==> src/rtl/rv_bus_arbiter_if.sv <==
// rv_bus_arbiter_if: fetch, data and shared-bus signals of the memory bus arbiter.
// The master modport is the arbiter's view; slave is the view of the surrounding pipeline and bus.
interface rv_bus_arbiter_if;
    logic        i_if_req;
    logic [29:0] i_if_addr;
    logic        o_if_ack;
    logic        o_if_err;
    logic [31:0] o_if_rdata;
    logic        o_if_stall;
    logic        i_d_req;
    logic        i_d_write;
    logic [31:0] i_d_addr;
    logic [3:0]  i_d_sel;
    logic [31:0] i_d_wdata;
    logic        o_d_ack;
    logic        o_d_err;
    logic [31:0] o_d_rdata;
    logic        o_d_stall;
    logic        o_bus_stb;
    logic        o_bus_we;
    logic [29:0] o_bus_addr;
    logic [3:0]  o_bus_sel;
    logic [31:0] o_bus_wdata;
    logic        i_bus_ack;
    logic [31:0] i_bus_rdata;
    modport master (
        input  i_if_req, i_if_addr, i_d_req, i_d_write, i_d_addr, i_d_sel, i_d_wdata, i_bus_ack, i_bus_rdata,
        output o_if_ack, o_if_err, o_if_rdata, o_if_stall, o_d_ack, o_d_err, o_d_rdata, o_d_stall,
        output o_bus_stb, o_bus_we, o_bus_addr, o_bus_sel, o_bus_wdata
    );
    modport slave (
        output i_if_req, i_if_addr, i_d_req, i_d_write, i_d_addr, i_d_sel, i_d_wdata, i_bus_ack, i_bus_rdata,
        input  o_if_ack, o_if_err, o_if_rdata, o_if_stall, o_d_ack, o_d_err, o_d_rdata, o_d_stall,
        input  o_bus_stb, o_bus_we, o_bus_addr, o_bus_sel, o_bus_wdata
    );
endinterface

==> src/rtl/rv_bus_arbiter.sv <==
// rv_bus_arbiter: single-port bus arbiter between fetch and load/store, data-first with a fetch
// starvation guard and a grant timeout that completes the stuck requester with an error.
module rv_bus_arbiter #(
    parameter int STARVE_LIM = 4,
    parameter int TIMEOUT    = 16
) (
    input logic               i_clk,
    input logic               i_reset,
    rv_bus_arbiter_if.master  bus
);
    localparam int SW = $clog2(STARVE_LIM + 1) > 0 ? $clog2(STARVE_LIM + 1) : 1;
    localparam int TW = TIMEOUT > 1 ? $clog2(TIMEOUT) : 1;
    typedef enum logic [1:0] {IDLE, GRANT_D, GRANT_I} state_t;
    state_t      state_q, state_d;
    logic [SW-1:0] starve_q, starve_d;
    logic [TW-1:0] tmo_q, tmo_d;
    logic        bus_we_q, bus_we_d;
    logic [29:0] bus_addr_q, bus_addr_d;
    logic [3:0]  bus_sel_q, bus_sel_d;
    logic [31:0] bus_wdata_q, bus_wdata_d;
    logic        gd, gi, starve, tmo_hit, done;
    logic        unused_addr_lsb;
    assign unused_addr_lsb = ^bus.i_d_addr[1:0];
    always_comb begin
        gd          = state_q == GRANT_D;
        gi          = state_q == GRANT_I;
        starve      = (STARVE_LIM != 0) && (starve_q >= SW'(STARVE_LIM));
        tmo_hit     = (TIMEOUT != 0) && (tmo_q == TW'(TIMEOUT - 1)) && !bus.i_bus_ack;
        done        = (gd || gi) && (bus.i_bus_ack || tmo_hit);
        state_d     = state_q;
        starve_d    = starve_q;
        tmo_d       = tmo_q + TW'(1);
        bus_we_d    = bus_we_q;
        bus_addr_d  = bus_addr_q;
        bus_sel_d   = bus_sel_q;
        bus_wdata_d = bus_wdata_q;
        if (state_q == IDLE) begin
            tmo_d = '0;
            if (bus.i_d_req && !starve) begin
                state_d     = GRANT_D;
                bus_we_d    = bus.i_d_write;
                bus_addr_d  = bus.i_d_addr[31:2];
                bus_sel_d   = bus.i_d_sel;
                bus_wdata_d = bus.i_d_wdata;
                starve_d    = (bus.i_if_req && starve_q < SW'(STARVE_LIM)) ? starve_q + SW'(1) : starve_q;
            end else if (bus.i_if_req) begin
                state_d     = GRANT_I;
                bus_we_d    = 1'b0;
                bus_addr_d  = bus.i_if_addr;
                bus_sel_d   = 4'b1111;
                bus_wdata_d = '0;
                starve_d    = '0;
            end
        end else if (done) begin
            // Completion frees the bus; the next owner is chosen from fresh requests in IDLE.
            state_d     = IDLE;
            bus_we_d    = 1'b0;
            bus_addr_d  = '0;
            bus_sel_d   = '0;
            bus_wdata_d = '0;
        end
    end
    always_ff @(posedge i_clk or posedge i_reset) begin
        if (i_reset) begin
            state_q     <= IDLE;
            starve_q    <= '0;
            tmo_q       <= '0;
            bus_we_q    <= 1'b0;
            bus_addr_q  <= '0;
            bus_sel_q   <= '0;
            bus_wdata_q <= '0;
        end else begin
            state_q     <= state_d;
            starve_q    <= starve_d;
            tmo_q       <= tmo_d;
            bus_we_q    <= bus_we_d;
            bus_addr_q  <= bus_addr_d;
            bus_sel_q   <= bus_sel_d;
            bus_wdata_q <= bus_wdata_d;
        end
    end
    assign bus.o_bus_stb   = gd || gi;
    assign bus.o_bus_we    = bus_we_q;
    assign bus.o_bus_addr  = bus_addr_q;
    assign bus.o_bus_sel   = bus_sel_q;
    assign bus.o_bus_wdata = bus_wdata_q;
    assign bus.o_d_ack     = gd && (bus.i_bus_ack || tmo_hit);
    assign bus.o_d_err     = gd && tmo_hit;
    assign bus.o_d_rdata   = (gd && bus.i_bus_ack) ? bus.i_bus_rdata : '0;
    assign bus.o_d_stall   = bus.i_d_req && !bus.o_d_ack;
    assign bus.o_if_ack    = gi && (bus.i_bus_ack || tmo_hit);
    assign bus.o_if_err    = gi && tmo_hit;
    assign bus.o_if_rdata  = (gi && bus.i_bus_ack) ? bus.i_bus_rdata : '0;
    assign bus.o_if_stall  = bus.i_if_req && !bus.o_if_ack;
endmodule

==> src/flat_wrapper.sv <==
// flat-port wrapper written by rule: the top's interface ports become plain ports
module rv_bus_arbiter_flat 
#(
    parameter int STARVE_LIM = 4,
    parameter int TIMEOUT    = 16
)
  (i_clk, i_reset, bus_i_if_req, bus_i_if_addr, bus_i_d_req, bus_i_d_write, bus_i_d_addr, bus_i_d_sel, bus_i_d_wdata, bus_i_bus_ack, bus_i_bus_rdata, bus_o_if_ack, bus_o_if_err, bus_o_if_rdata, bus_o_if_stall, bus_o_d_ack, bus_o_d_err, bus_o_d_rdata, bus_o_d_stall, bus_o_bus_stb, bus_o_bus_we, bus_o_bus_addr, bus_o_bus_sel, bus_o_bus_wdata);
  rv_bus_arbiter_if bus_i ();
  input logic i_clk;
  input logic i_reset;
  input wire logic [$bits(bus_i.i_if_req)-1:0] bus_i_if_req;
  input wire logic [$bits(bus_i.i_if_addr)-1:0] bus_i_if_addr;
  input wire logic [$bits(bus_i.i_d_req)-1:0] bus_i_d_req;
  input wire logic [$bits(bus_i.i_d_write)-1:0] bus_i_d_write;
  input wire logic [$bits(bus_i.i_d_addr)-1:0] bus_i_d_addr;
  input wire logic [$bits(bus_i.i_d_sel)-1:0] bus_i_d_sel;
  input wire logic [$bits(bus_i.i_d_wdata)-1:0] bus_i_d_wdata;
  input wire logic [$bits(bus_i.i_bus_ack)-1:0] bus_i_bus_ack;
  input wire logic [$bits(bus_i.i_bus_rdata)-1:0] bus_i_bus_rdata;
  output wire logic [$bits(bus_i.o_if_ack)-1:0] bus_o_if_ack;
  output wire logic [$bits(bus_i.o_if_err)-1:0] bus_o_if_err;
  output wire logic [$bits(bus_i.o_if_rdata)-1:0] bus_o_if_rdata;
  output wire logic [$bits(bus_i.o_if_stall)-1:0] bus_o_if_stall;
  output wire logic [$bits(bus_i.o_d_ack)-1:0] bus_o_d_ack;
  output wire logic [$bits(bus_i.o_d_err)-1:0] bus_o_d_err;
  output wire logic [$bits(bus_i.o_d_rdata)-1:0] bus_o_d_rdata;
  output wire logic [$bits(bus_i.o_d_stall)-1:0] bus_o_d_stall;
  output wire logic [$bits(bus_i.o_bus_stb)-1:0] bus_o_bus_stb;
  output wire logic [$bits(bus_i.o_bus_we)-1:0] bus_o_bus_we;
  output wire logic [$bits(bus_i.o_bus_addr)-1:0] bus_o_bus_addr;
  output wire logic [$bits(bus_i.o_bus_sel)-1:0] bus_o_bus_sel;
  output wire logic [$bits(bus_i.o_bus_wdata)-1:0] bus_o_bus_wdata;
  assign bus_i.i_if_req = bus_i_if_req;
  assign bus_i.i_if_addr = bus_i_if_addr;
  assign bus_i.i_d_req = bus_i_d_req;
  assign bus_i.i_d_write = bus_i_d_write;
  assign bus_i.i_d_addr = bus_i_d_addr;
  assign bus_i.i_d_sel = bus_i_d_sel;
  assign bus_i.i_d_wdata = bus_i_d_wdata;
  assign bus_i.i_bus_ack = bus_i_bus_ack;
  assign bus_i.i_bus_rdata = bus_i_bus_rdata;
  assign bus_o_if_ack = bus_i.o_if_ack;
  assign bus_o_if_err = bus_i.o_if_err;
  assign bus_o_if_rdata = bus_i.o_if_rdata;
  assign bus_o_if_stall = bus_i.o_if_stall;
  assign bus_o_d_ack = bus_i.o_d_ack;
  assign bus_o_d_err = bus_i.o_d_err;
  assign bus_o_d_rdata = bus_i.o_d_rdata;
  assign bus_o_d_stall = bus_i.o_d_stall;
  assign bus_o_bus_stb = bus_i.o_bus_stb;
  assign bus_o_bus_we = bus_i.o_bus_we;
  assign bus_o_bus_addr = bus_i.o_bus_addr;
  assign bus_o_bus_sel = bus_i.o_bus_sel;
  assign bus_o_bus_wdata = bus_i.o_bus_wdata;
  rv_bus_arbiter #(.STARVE_LIM(STARVE_LIM), .TIMEOUT(TIMEOUT)) u_core (.i_clk(i_clk), .i_reset(i_reset), .bus(bus_i));
endmodule
==> config.mk <==
export PLATFORM = sky130hd
export DESIGN_NAME = rv_bus_arbiter_flat
export DESIGN_NICKNAME = d
export VERILOG_FILES = /design/src/rtl/rv_bus_arbiter_if.sv /design/src/rtl/rv_bus_arbiter.sv /design/src/flat_wrapper.sv
export SDC_FILE = /design/constraint.sdc
export NUM_CORES = 1
export LEC_CHECK = 0
export CORE_UTILIZATION = 35
export CTS_CLUSTER_DIAMETER = 150
export DETAILED_ROUTE_END_ITERATION = 8
export GPL_ROUTABILITY_DRIVEN = 0
export PLACE_DENSITY = 0.81
export REMOVE_ABC_BUFFERS = 1
export SKIP_CTS_REPAIR_TIMING = 1
export SLEW_MARGIN = 20
export SYNTH_ARGS = -nofsm -noshare
export SYNTH_HDL_FRONTEND = slang
export SYNTH_SLANG_ARGS = --single-unit
==> constraint.sdc <==
create_clock -name i_clk -period 2.85 [get_ports i_clk]
set_input_delay 0.57 -clock i_clk [delete_from_list [all_inputs] [get_ports i_clk]]
set_output_delay 0.57 -clock i_clk [all_outputs]
set_load 0.01 [all_outputs]
**Word level (Yosys, flattened, before mapping)**

Cells that the tools add are included.

- Add/sub/neg operators: 2
- Multipliers: 0
- Divide/modulo/power cells: 0
- Magnitude comparators: 2
- Equality and inequality tests: 5
- Shifts and indexed selects: 0
- Muxes and demuxes: 26
- Bitwise logic cells: 0
- Reduce and logical (&&, ||, !) cells: 23

Operators with widths:

| operator | number |
|---|---|
| 32-bit 2-to-1 mux | 6 |
| 30-bit 2-to-1 mux | 4 |
| 4-bit 2-to-1 mux | 5 |
| 1-bit logical AND | 12 |
| 3-bit 2-to-1 mux | 3 |
| 2-bit 2-to-1 mux | 4 |
| 4-bit by 1-bit adder with 4-bit output (second input constant) | 1 |
| 4-bit == test (second input constant) | 1 |
| 1-bit zero test | 4 |
| 1-bit 2-to-1 mux | 4 |
| 2-bit nonzero test | 2 |
| 3-bit by 1-bit adder with 3-bit output (second input constant) | 1 |
| 3-bit greater-or-equal comparator (second input constant) | 1 |
| 3-bit less-than comparator (second input constant) | 1 |
| 3-bit inequality test (second input constant) | 1 |
| 3-bit AND reduction | 1 |
| 2-bit by 1-bit == test with 1-bit output (second input constant) | 1 |
| 2-bit == test (second input constant) | 1 |
| 2-bit zero test | 1 |
| 1-bit logical OR | 2 |
| 2-bit inequality test (second input constant) | 1 |
| 2-bit AND reduction | 1 |

- Register bits: 76
- Latch bits: 0
- Bits in writable memories: 0
- Memory bits (read-only): 0
- Input port bits: 136
- Output and inout port bits: 138
- Logic and storage cells: 65
- Memories: 0

**Longest topological paths before layout**

Gate-level depths: netlist of the first run.

- Depth in word-level cells: 6
- Mapped depth: 8
- Mapped depth without buffers: 5

**Worst setup path before layout of the first run**

No wires, ideal clock.

- Path type: in2out
- Start point: in bus_i_if_req
- End point: out bus_o_if_stall
- Data arrival time: 1.366 ns
- Data required time: 2.280 ns
- Setup slack: 0.914 ns
- Cell stages on the path: 3
- Path buffers: 2
- Cell sequence: clkbuf_1 > clkbuf_1 > nor2b_1

- Longest elaborated chain between the ends: 1

RTL lines:

| item | line | RTL |
|---|---|---|
| start: declaration | flat_wrapper.sv:11 | `input wire logic [$bits(bus_i.i_if_req)-1:0] bus_i_if_req;` |
| 1-bit logical AND | rv_bus_arbiter.sv:94 | `assign bus.o_if_stall = bus.i_if_req && !bus.o_if_ack;` |
| end: declaration | flat_wrapper.sv:23 | `output wire logic [$bits(bus_i.o_if_stall)-1:0] bus_o_if_stall;` |

Every way passes these cells.

**Worst setup path after layout of the first run**

- Start point: in bus_i_bus_ack
- End point: out bus_o_if_rdata[24]

- Longest elaborated chain between the ends: 2

RTL lines:

| item | line | RTL |
|---|---|---|
| start: declaration | flat_wrapper.sv:18 | `input wire logic [$bits(bus_i.i_bus_ack)-1:0] bus_i_bus_ack;` |
| 1-bit logical AND | rv_bus_arbiter.sv:93 | `assign bus.o_if_rdata = (gi && bus.i_bus_ack) ? bus.i_bus_rdata : '0;` |
| 32-bit 2-to-1 mux | rv_bus_arbiter.sv:93 |  |
| end: declaration | flat_wrapper.sv:22 | `output wire logic [$bits(bus_i.o_if_rdata)-1:0] bus_o_if_rdata;` |

Every way passes these cells.

==> results of run 1 <==
## synth_stat cells, drive strengths merged (2+ instances only)
cell	n	area, um2
a22o	34	298
a31oi	31	194
dfrtp	76	1900
nor2b	6	40.0
a221oi	4	35.0
nor3b	3	22.5
ha	5	62.6
and3	64	400
clkbuf	30	113
buf	10	93.8
inv	12	47.6
a21o	2	15.0
and3b	30	263
nor2	5	18.8
nand3	2	10.0
o21ai	3	15.0
o2bb2ai	30	263
nand2	2	7.51
## layer usage
layer | up-vias | wire, um | GRT usage | part of all wire
met5 | - | 0 | 0 | 0
met3 | 8 | 992 | 0.0557 | 0.075
li1 | 1877 | - | - | -
met4 | 0 | 107 | 0.0509 | 0.0081
met1 | 1908 | 5270 | 0.251 | 0.40
met2 | 163 | 6830 | 0.400 | 0.52
## sequential cells by signal (all words and copies together) (netlist names)
name                    count
u_core.starve_q             3
u_core.state_q              2
u_core.bus.o_bus_wdata     32
u_core.tmo_q                4
u_core.bus.o_bus_sel        4
u_core.bus.o_bus_we         1
u_core.bus.o_bus_addr      30
## power groups by stage
stage | registers [mW] | clock network (mW) | logic, mW
2_1_floorplan | 2.07 | 0 | 1.28
3_3_place_gp | 1.87 | 0 | 3.27
3_5_place_dp | 1.88 | 0 | 3.36
4_1_cts | 1.88 | 1.09 | 3.37
5_1_grt | 1.94 | 1.14 | 3.56
6_report | 1.88 | 1.06 | 3.34
## stage by stage
stage / hold slack, ns / cells
2_1_floorplan: 0.425 / 318
3_3_place_gp: 0.438 / 740
3_5_place_dp: 0.446 / 740
4_1_cts: 0.456 / 756
5_1_grt: 0.469 / 756
6_report: 0.456 / 756
## cells by family after synthesis
logic type | Yosys count | share of synthesized area
buffers and inverters | 52 | 0.0653
adders and majority gates | 5 | 0.0161
and+or+nand+nor | 116 | 0.203
DFF | 76 | 0.489
AOI/OAI and AO/OA | 106 | 0.219
xor gates and xnor gates | 2 | 0.00450
muxes | 1 | 0.00289
## area by class of cell
| class | instances | area share |
|---|---|---|
| Inverter | 12 | 0.00684 |
| Sequential cell | 76 | 0.274 |
| Timing Repair Buffer | 282 | 0.406 |
| Tap cell | 140 | 0.0252 |
| Clock buffer | 10 | 0.0184 |
| Clock inverter | 6 | 0.0196 |
| Multi-Input combinational cell | 230 | 0.251 |
## final timing paths
kind	startpoint	to	slack [ns]	depth (start not counted)
worst min register to register	u_core.tmo_q[0]	u_core.tmo_q[0]	0.46	1
min in group asynchronous	i_reset	u_core.bus.o_bus_wdata[18]	0.61	2
worst max register to register	u_core.state_q[0]	u_core.bus.o_bus_wdata[24]	0.70	6
worst max-delay path	bus_i_bus_ack	bus_o_if_rdata[24]	0.13	4
max in group asynchronous	i_reset	u_core.bus.o_bus_addr[28]	1.57	3
worst min-delay path	u_core.tmo_q[0]	u_core.tmo_q[0]	0.46	1
==> metrics.txt, run 1 <==
H-tree lvl count 3; WL final 13,200 um; clk_skew 0.0164 ns; Pleak 3.12 nW; Die H 107 um; Worst path top cell family by delay buffers and inverters; endpoint arrival time on the critical path 2.15 ns; part of the power in registers 0.299; WL/cell 17.5 um; Mapped Area 3890 um2; share of post-route cells with drive strength above 1 0.0536; Reg area 1900 um2; Main synth FF type dfrtp_1; Buf/Inv on CP 3; required time worst endpoint 2.28 ns; most frequent CP cell clkdlybuf4s50_1; DPL Wire Length 9630 um; Antenna Nets Post-Route 0; Peak Freq 0.368 GHz; Period minus WS final 2.72 ns; row cnt 38; Rel. slew slack 0.600; Vias 3,956; Unique masters post-synth 30; Clock Sinks 76; Clock Power Share 0.169; final worst-path cycle share 0.954; Pwr Total 6.28 mW; CP peak stage delay 0.57 ns; Max Fanout on Critical Path 66; worst slew pin tran 0.599 ns; most frequent cells in the layout 271 x clkdlybuf4s50_1, 76 x dfrtp_1, 64 x and3_1; diodes inserted 0; CTS Buf Count 9; Async S/R FF share, synth 1.00; Slew Viols, Final 0; setup repair after global routing missed its margin false; status completed; Ys Warns 0; area of the multi-input gates 1740 um2; crit-path cells clkdlybuf4s50_1, buf_12, and3_1, clkdlybuf4s50_1; Total Routing Usage GR 0.218; I/O pin count 274; slowest CP cell clkdlybuf4s50_1; clock slew at reported path FFs 0.07 ns; Total Nets Final 752; vias per cell 5.23; switching part of the total power 0.357; worst setup margin 0.132 ns; worst skew pair latency 0.35 ns; DR iter-0 viols 293; Hold Fails Final Rpt 0; CORE AREA 10,800 um2; Internal 4.04 mW; CP Class input pin to primary output; clk root buf clkbuf_8; post-synthesis sequential area ratio 0.489; first-pass GRT wire length approximately 20,000 um; final setup fails 0; Power Density 903 nW/um2; Die W 107 um; number of synthesized flops with an enable pin 0; input/output buffers 271; startpoint type of the worst setup path input pin; Setup TNS 0 ns; final core occ 0.641; DRT Pass-1 Iters 6; Logic pwr share 0.532; die footprint 11,500 um2; antenna violations before repair 0; commonest non-fill, non-tap cell in the layout clkdlybuf4s50_1; Net Sw Power ~2.2 mW; total global routing overflow 0; Fill cells 882; Starting Density 0.359; #FFs+latches synth 76; CTS tree yes; post-place setup slack 0.0630 ns; largest net degree at the start of global routing 67; Clock Path Buffers 2; Hold WC Path Type register to register; post-route cell area 6950 um2; Cell Area, Placed approximately 6700 um2; Residual DRC 0; Layout Area Growth over Synthesis 78.7%; Max Cap Viol 0; kind of end point of the critical path primary output; Syn Inst Count between 300 and 400; Synth Area per Inst around 11 um2; VDD IR-drop max 0.560 mV; vias in the first global route 3,729
(Power assumes the default switching activity.)
==> inputs of run 2 (changes only) <==
--- a/config.mk
+++ b/config.mk
@@ -6,9 +6,11 @@
 export NUM_CORES = 1
 export LEC_CHECK = 0
 export CORE_UTILIZATION = 35
+export CTS_BUF_LIST = sky130_fd_sc_hd__clkbuf_16
 export CTS_CLUSTER_DIAMETER = 150
 export DETAILED_ROUTE_END_ITERATION = 8
 export GPL_ROUTABILITY_DRIVEN = 0
+export HOLD_SLACK_MARGIN = 0.03
 export PLACE_DENSITY = 0.81
 export REMOVE_ABC_BUFFERS = 1
 export SKIP_CTS_REPAIR_TIMING = 1
==> run 2 against run 1 <==
  * First-iteration DRC count is 2.7% higher
  * Fmax increased by 0.14%
  * Via count is 0.13% higher
  * Critical path type unchanged
  * Total power increased by 5.1%
  * Wire length rose by 0.34%
  * Final cell count unchanged
  * Sequential share of layout area shrank 0.39 points
  * Largest cell class unchanged
  * Clock skew decreased by 0.0060 ns
  * Non-clock buffer count stayed put
==> metrics.txt, run 2 (synthesized netlist as in run 1, its figures left out) <==
Setup TNS 0 ns (unchanged); largest net degree at the start of global routing 67 (unchanged); met2 wire len 6740 um (-1.4%); total global routing overflow 0 (unchanged); endpoint arrival time on the critical path 2.14 ns (about the same); kind of end point of the critical path primary output; die footprint 11,500 um2 (unchanged); Buf/Inv on CP 3 (unchanged); most frequent CP cell clkdlybuf4s50_1; DPL Wire Length 9630 um (unchanged); met3 wire len 942 um (-5.0%); Clock Path Buffers 2 (unchanged); Max Cap Viol 0 (unchanged); post-route cell area 7050 um2 (+1.5%); Layout Area Growth over Synthesis 81.3%; final worst-path cycle share 0.952 (-0.00129); fin cells 756 (unchanged); Fill cells 862 (-2.3%); Total Routing Usage GR 0.218 (+0.000319); CORE AREA 10,800 um2 (unchanged); clock slew at reported path FFs 0.05 ns (-0.02 ns); first-pass GRT wire length 19,500 um (+0.11%); CP peak stage delay 0.57 ns (about the same); Max Fanout on Critical Path 66 (unchanged); clk root buf clkbuf_16; area of the multi-input gates 1740 um2 (unchanged); worst setup margin 0.136 ns (+0.00368 ns); slowest CP cell clkdlybuf4s50_1; post-place setup slack 0.0630 ns (unchanged); Slew Viols, Final 0 (unchanged); DR iter-0 viols 301 (+2.7%); startpoint type of the worst setup path input pin; I/O pin count 274 (unchanged); Total Nets Final 752 (unchanged); Vias 3,961 (+0.13%); Worst path top cell family by delay buffers and inverters; Rel. slew slack 0.601 (+0.000790); Highest Signal Layer met4; input/output buffers 271 (unchanged); Power Density 936 nW/um2 (+3.6%); WL/cell 17.5 um (+0.34%); Largest register FFs 32 (unchanged); clk_skew 0.0104 ns (-0.00601 ns); met1 wire length 5340 um (+1.4%); Antenna Nets Post-Route 0 (unchanged); required time worst endpoint 2.28 ns (about the same); dpl cells 740 (unchanged); diodes inserted 0 (unchanged); worst skew pair latency 0.33 ns (-0.02 ns); Peak Freq 0.368 GHz (+0.14%); CTS tree yes; H-tree lvl count 3 (unchanged); vias per cell 5.24 (+0.13%); Hold Crit Start u_core.tmo_q[0]; WL final 13,200 um (+0.34%); setup repair after global routing missed its margin false; DRT Pass-1 Iters 6 (unchanged); worst slew pin tran 0.598 ns (-0.00118 ns); final setup fails 0 (unchanged); Reg area 1900 um2 (unchanged); Residual DRC 0 (unchanged); share of post-route cells with drive strength above 1 0.0536 (unchanged); worst r2r src u_core.state_q[0]; Starting Density 0.359 (unchanged); CP Class input pin to primary output; Period minus WS final 2.71 ns (-0.00368 ns); Die W 107 um (unchanged); status completed; most frequent cells in the layout 271 x clkdlybuf4s50_1, 76 x dfrtp_1, 64 x and3_1; Clock Sinks 76 (unchanged); commonest non-fill, non-tap cell in the layout clkdlybuf4s50_1; vias in the first global route 3,745 (+0.43%); Cell Area, Placed 6680 um2 (unchanged); antenna violations before repair 0 (unchanged); crit-path cells clkdlybuf4s50_1, buf_12, and3_1, clkdlybuf4s50_1; Hold Fails Final Rpt 0 (unchanged); Pleak 3.17 nW (+1.6%); row cnt 38 (unchanged); Hold WC Path Type register to register; Setup crit start bus_i_bus_ack; CTS Buf Count 9 (unchanged); VDD IR-drop max 0.676 mV (+21%); Die H 107 um (unchanged)
-- run 2: cell types whose count changed in the layout (fill, tap and decap cells not counted) --
cell / delta
clkbuf_8: -9
clkbuf_1: -1
inv_1: +1
clkbuf_16: +9
-- run 2: final cells by class --
type	instances	share of cell area
well taps	140	0.0248
repair buffers	282	0.400
clock inverters	7	0.0199
inverters	12	0.00674
flip-flops and latches	76	0.270
clock buffers	9	0.0319
multi-input cells	230	0.247
-- run 2: power breakdown --
group | switching [mW] | internal [mW]
Sequential | 0.299 | 1.58
Clock | 0.431 | 0.942
Combinational | 1.56 | 1.78
Total | 2.29 | 4.31
-- run 2: worst paths after layout --
kind | end | slack, ns | cells past startpoint
hold reg to reg | u_core.tmo_q[0] | 0.45 | 1
max in group asynchronous | u_core.bus.o_bus_wdata[8] | 1.56 | 3
setup reg to reg | u_core.bus.o_bus_wdata[24] | 0.70 | 6
hold / removal | u_core.tmo_q[0] | 0.45 | 1
min in group asynchronous | u_core.bus.o_bus_wdata[18] | 0.63 | 2
setup / recovery | bus_o_if_rdata[24] | 0.14 | 4
-- run 2: metrics by stage --
stage,hold WS [ns],util,total power [mW]
4_1_cts,0.454,0.650,6.64
3_5_place_dp,0.446,0.616,5.24
2_1_floorplan,0.425,-,3.35
6_report,0.454,0.651,6.60
5_1_grt,0.467,0.651,6.94
3_3_place_gp,0.438,0.616,5.14
-- run 2: routing by layer --
| metal | GRT usage | vias up |
|---|---|---|
| li1 | - | 1876 |
| met3 | 0.0527 | 17 |
| met4 | 0.0705 | 0 |
| met5 | 0 | - |
| met1 | 0.252 | 1896 |
| met2 | 0.394 | 172 |
==> inputs of run 3 (changes only) <==
--- a/config.mk
+++ b/config.mk
@@ -7,7 +7,6 @@
 export LEC_CHECK = 0
 export CORE_UTILIZATION = 35
 export CTS_BUF_LIST = sky130_fd_sc_hd__clkbuf_16
-export CTS_CLUSTER_DIAMETER = 150
 export DETAILED_ROUTE_END_ITERATION = 8
 export GPL_ROUTABILITY_DRIVEN = 0
 export HOLD_SLACK_MARGIN = 0.03
==> results of run 3 <==
Same layout as run 2: the final DEF is identical, and so are final timing and power.
